`src/rtl/phase_acc_pkg.sv`:
```
// phase_acc_pkg: shared state encoding, default widths and dither LFSR constants
package phase_acc_pkg;

    localparam int ACC_WIDTH_DEF   = 32;
    localparam int PHASE_WIDTH_DEF = 16;
    localparam int COUNT_WIDTH_DEF = 16;

    typedef logic [1:0] state_t;

    localparam state_t IDLE  = 2'd0;
    localparam state_t RUN   = 2'd1;
    localparam state_t SWEEP = 2'd2;

    // x^16 + x^14 + x^13 + x^11 + 1 as a mask over bits [15:0]
    localparam logic [15:0] LFSR_SEED = 16'hACE1;
    localparam logic [15:0] LFSR_TAPS = 16'hB400;

endpackage

```
`src/rtl/phase_lfsr.sv`:
```
// phase_lfsr: 16-bit Fibonacci LFSR producing the phase dither word (used with PHASE_DITHER_EN)
module phase_lfsr
    import phase_acc_pkg::*;
(
    input  logic        clk,
    input  logic        reset,
    input  logic        advance,
    output logic [15:0] value
);

    // shift in the tap parity only on cycles that emit a sample
    always_ff @(posedge clk) begin
        if (!reset)
            value <= LFSR_SEED;
        else if (advance)
            value <= {value[14:0], ^(value & LFSR_TAPS)};
    end

endmodule

```
`src/rtl/phase_acc.sv`:
```
// phase_acc: NCO phase generator with fixed-frequency and linear-chirp modes; PHASE_DITHER_EN adds LFSR dither
module phase_acc
    import phase_acc_pkg::*;
#(
    parameter int ACC_WIDTH   = ACC_WIDTH_DEF,
    parameter int PHASE_WIDTH = PHASE_WIDTH_DEF,
    parameter int COUNT_WIDTH = COUNT_WIDTH_DEF
) (
    input  logic                   clk,
    input  logic                   reset,
    input  logic                   cfg_valid,
    output logic                   cfg_ready,
    input  logic [ACC_WIDTH-1:0]   cfg_ftw,
    input  logic [ACC_WIDTH-1:0]   cfg_step,
    input  logic [COUNT_WIDTH-1:0] cfg_count,
    input  logic [PHASE_WIDTH-1:0] cfg_phase,
    input  logic                   enable,
    input  logic                   stop,
    output logic [PHASE_WIDTH-1:0] source,
    output logic                   source_valid,
    output logic                   busy,
    output logic                   done
);

    state_t                 state;
    logic [ACC_WIDTH-1:0]   acc;
    logic [ACC_WIDTH-1:0]   ftw;
    logic [ACC_WIDTH-1:0]   step;
    logic [COUNT_WIDTH-1:0] remaining;
    logic [PHASE_WIDTH-1:0] offset;
    logic [ACC_WIDTH-1:0]   tap;
    logic                   adv;
    logic                   accept;

    assign cfg_ready = (state != SWEEP) && !stop;
    assign busy      = state != IDLE;
    assign adv       = (state != IDLE) && enable && !stop;
    assign accept    = cfg_valid && cfg_ready;

`ifdef PHASE_DITHER_EN
    logic [15:0] dither;

    phase_lfsr u_lfsr (
        .clk     (clk),
        .reset   (reset),
        .advance (adv),
        .value   (dither)
    );

    assign tap = acc + (ACC_WIDTH'(dither) << (ACC_WIDTH - PHASE_WIDTH - 16));
`else
    assign tap = acc;
`endif

    // advance uses the pre-edge ftw/offset; a same-edge config load then overrides them
    always_ff @(posedge clk) begin
        if (!reset) begin
            state        <= IDLE;
            acc          <= '0;
            ftw          <= '0;
            step         <= '0;
            remaining    <= '0;
            offset       <= '0;
            source       <= '0;
            source_valid <= 1'b0;
            done         <= 1'b0;
        end else begin
            done         <= 1'b0;
            source_valid <= adv;
            if (adv) begin
                source <= tap[ACC_WIDTH-1 -: PHASE_WIDTH] + offset;
                acc    <= acc + ftw;
                if (state == SWEEP) begin
                    ftw       <= ftw + step;
                    remaining <= remaining - COUNT_WIDTH'(1);
                    if (remaining == COUNT_WIDTH'(1)) begin
                        done  <= 1'b1;
                        state <= IDLE;
                    end
                end
            end
            if (accept) begin
                ftw    <= cfg_ftw;
                step   <= cfg_step;
                offset <= cfg_phase;
                if (state == IDLE) begin
                    acc       <= '0;
                    remaining <= cfg_count;
                    state     <= (cfg_count == '0) ? RUN : SWEEP;
                end else if (cfg_count != '0) begin
                    remaining <= cfg_count;
                    state     <= SWEEP;
                end
            end
            if (stop)
                state <= IDLE;
        end
    end

endmodule

```
`config.mk`:
```
export PLATFORM = sky130hd
export DESIGN_NAME = phase_acc
export DESIGN_NICKNAME = d
export VERILOG_FILES = /design/src/rtl/phase_acc_pkg.sv /design/src/rtl/phase_lfsr.sv /design/src/rtl/phase_acc.sv
export SDC_FILE = /design/constraint.sdc
export NUM_CORES = 1
export LEC_CHECK = 0
export BUFFER_PORTS_ARGS = -buffer_cell sky130_fd_sc_hd__buf_2
export CAP_MARGIN = 0
export CORE_ASPECT_RATIO = 0.6
export CORE_MARGIN = 1.5
export CORE_UTILIZATION = 55
export CTS_CLUSTER_DIAMETER = 100
export DETAILED_ROUTE_END_ITERATION = 12
export GPL_TIMING_DRIVEN = 0
export PLACE_DENSITY = 0.8
export SYNTH_ARGS = -nofsm -noshare
export SYNTH_HDL_FRONTEND = slang
export SYNTH_SLANG_ARGS = --single-unit
```
`constraint.sdc`:
```
create_clock -name clk -period 2.9 [get_ports clk]
set_input_delay 0.58 -clock clk [delete_from_list [all_inputs] [get_ports clk]]
set_output_delay 0.58 -clock clk [all_outputs]
set_load 0.05 [all_outputs]
```
==> qor.csv <==
metric,value,unit
Die H,104,µm
Netlist Area Pre-Place,9330,µm²
arrival time worst endpoint,3190,ps
Critical Path Fanout Max,5,
antenna diode count,0,
Leak,4.75,nW
Root Buffer,clkbuf_16,
number of DRC markers in iteration 0,1232,
largest net degree at the start of global routing,17,
Crit-path slowest cell,ha_1,
internal power,3.86,mW
worst-skew pair later-pin latency,440,ps
Mapped Nets,1398,
Hold Crit Depth,2,
post-DP HPWL,22700,µm
row cnt,36,
GRT overflow,0,
top cell type's share of synthesized area,31.8,%
Util after Layout,68.6,%
post-DR vias/cell,6.15,
total chip power,5.38,mW
Most Frequent Cell on Critical Path,nor3_1,
fin. max-slew vios,0,
cell taking the most area after synthesis,dfxtp_1,
CORE AREA,16400,µm²
top-count cell post-synth,nand2_1,
max incr delay on CP,420,ps
Layout area overhead,20.6,%
starting density of the core,56.9,%
dominant cells by area after synthesis,"dfxtp_1 (32%), ha_1 (11%), nand2_1 (9.5%), a21oi_1 (8.2%), nor2_1 (3.9%)",
fin crit share,99.1,%
Post-synth EDFFs,0,
Global Route Usage Sum,34.4,%
max-cap violations,0,
Clock Skews,12.8,ps
post-synth cell types,65,
Mapped Cells,1215,
Worst Setup End Kind,flip-flop,
"Avg Cell Area, Syn",7.68,µm²
Worst-Margin Slew,940,ps
hold-fix buffers at CTS,0,
total CTS buffers,17,
total negative slack,0,ps
Max IR drop VDD,0.000362,V
vias in the first global route,8900,
clock slew at the register clock pins of the worst setup and hold paths,70,ps
DP Area,10200,µm²
switching power total,1.53,mW
Die Wd,171,µm
Max clock buf depth,2,
R2R cell count,11,
RSZ-0062 raised after global routing,yes,
clk sinks,148,
WP depth,11,
R2R Setup Slk,20,ps
status,"complete, no violations",
CTS HTree Levels,4,
f_max,348,MHz
post-synthesis sequential area ratio,31.8,%
final setup vio count,0,
required time worst endpoint,3210,ps
CTS tree,built,
Crit Path Class,flip-flop to flip-flop,
crit path time final,2880,ps
initial antenna violation count,0,
Routed WL per cell,19.3,µm
clock share of power,44.6,%
Slew headroom,37.3,%
FILL cells,1382,
IO Count,121,
Ys Warns,0,
router iterations before antenna repair,6,
Crit path max-delay family,compound AO/OA/AOI/OAI gates,
DRT antenna net count,0,
Commonest cells post-synth,"nand2_1 (236), a21oi_1 (152), dfxtp_1 (148)",
ys async rst share,0,%
critical-path cell list,"ha_1, a21oi_1, o21a_1, o22ai_2, nor3_1, a211o_4, buf_6, o211ai_1, nand3_1, a311oi_1, nor3_1",
global-route wire length before repair,47500,µm
DR vias,9868,
die area,17800,µm²
layout cells sized above 1,16.4,%
"FF+latch count, synth",148,
final instance area,11200,µm²
Pwr Density,479,nW/µm²
final WL,31000,µm
RD Place Congestion,0.985,
combinational cell fraction of total power,14.4,%
CP Launch Type,flip-flop,
fin nets,1547,
worst path bufs/invs,1,
sequential share of power,41.0,%
ys flop type,dfxtp_1,
sw frac,28.4,%
DRC,0,
IO Port Bufs,120,
Final Hold Viols,0,
Hold/Removal Path Class,primary input to flip-flop,
per-stage QoR:
| stage | std cells | hold WS [ps] | setup slack (ps) |
|---|---|---|---|
| after floorplan | 1215 | 436 | 229 |
| after global placement | 1563 | 436 | -360 |
| after detailed placement | 1563 | 447 | -417 |
| after CTS | 1602 | 353 | 5.41 |
| after global routing | 1604 | 362 | -45.1 |
| final | 1604 | 365 | 24.7 |
kinds of logic after synthesis:
| kind of cell | after synthesis | synth area share (%) |
|---|---|---|
| adder cells (fa/ha/maj) | 82 | 11.2 |
| XOR/XNOR | 70 | 6.57 |
| buffers and inverters | 77 | 3.11 |
| AO/OA/AOI/OAI | 380 | 25.6 |
| multiplexers | 2 | 0.215 |
| AND/OR/NAND/NOR | 456 | 21.5 |
| flip-flops | 148 | 31.8 |
sequential cells by signal, summed over array words and instances (netlist names):
name / flops
done: 1
remaining: 16
offset: 16
source: 16
acc: 32
step: 32
ftw: 32
state: 2
source_valid: 1
power groups by stage:
| stage | Combinational (mW) | Clock, mW | Sequential, mW |
|---|---|---|---|
| final | 0.774 | 2.40 | 2.21 |
| after global routing | 0.839 | 2.47 | 2.22 |
| after CTS | 0.738 | 2.38 | 2.20 |
| after detailed placement | 0.721 | 0 | 2.24 |
| after global placement | 0.704 | 0 | 2.24 |
| after floorplan | 0.484 | 0 | 2.22 |
area by class of cell:
class	count	area, µm²	area share (%)
Buffer	55	214	1.90
Inverter	19	71.3	0.634
Timing Repair Buffer	133	702	6.24
Clock buffer	20	437	3.88
Tap cell	228	285	2.54
Clock inverter	11	178	1.58
Multi-Input combinational cell	990	6390	56.8
Sequential cell	148	2970	26.4
layer usage:
layer	vias to the layer above	part of all wire, %	global-route usage, %
met3	64	12	8.64
met5	-	0.055	0
met1	4581	46	52.2
li1	4660	-	-
met4	2	1.9	9.59
met2	561	40	47.4
cell usage in the layout (no fill, tap or decap), drive strengths merged, types with 5 or more instances in the layout:
cell,n
a211oi,30
a21boi,6
a21o,30
a21oi,152
a22oi,6
a311oi,6
a31oi,16
and3,9
buf,136
clkbuf,72
dfxtp,148
ha,79
inv,21
nand2,237
nand2b,12
nand3,20
nand4,8
nor2,96
nor2b,9
nor3,26
nor4,9
o211ai,8
o21a,14
o21ai,64
o21bai,5
o22ai,7
or3,7
xnor2,41
xor2,29
timing repair:
item / in CTS / in global routing
gates resized for setup: 25 / 50
setup buffers: 8 / 5
pin swaps: 14 / 24
setup endpoints to repair: 15 / 37
endpoints found under the hold margin: 0 / 0
path summary, 6_finish.rpt:
check | startpoint | endpoint
max | ftw[8] | ftw[31]
min | stop | state[0]
max reg2reg | ftw[8] | ftw[31]
min reg2reg | source[9] | source[9]
(Power assumes the default switching activity.)
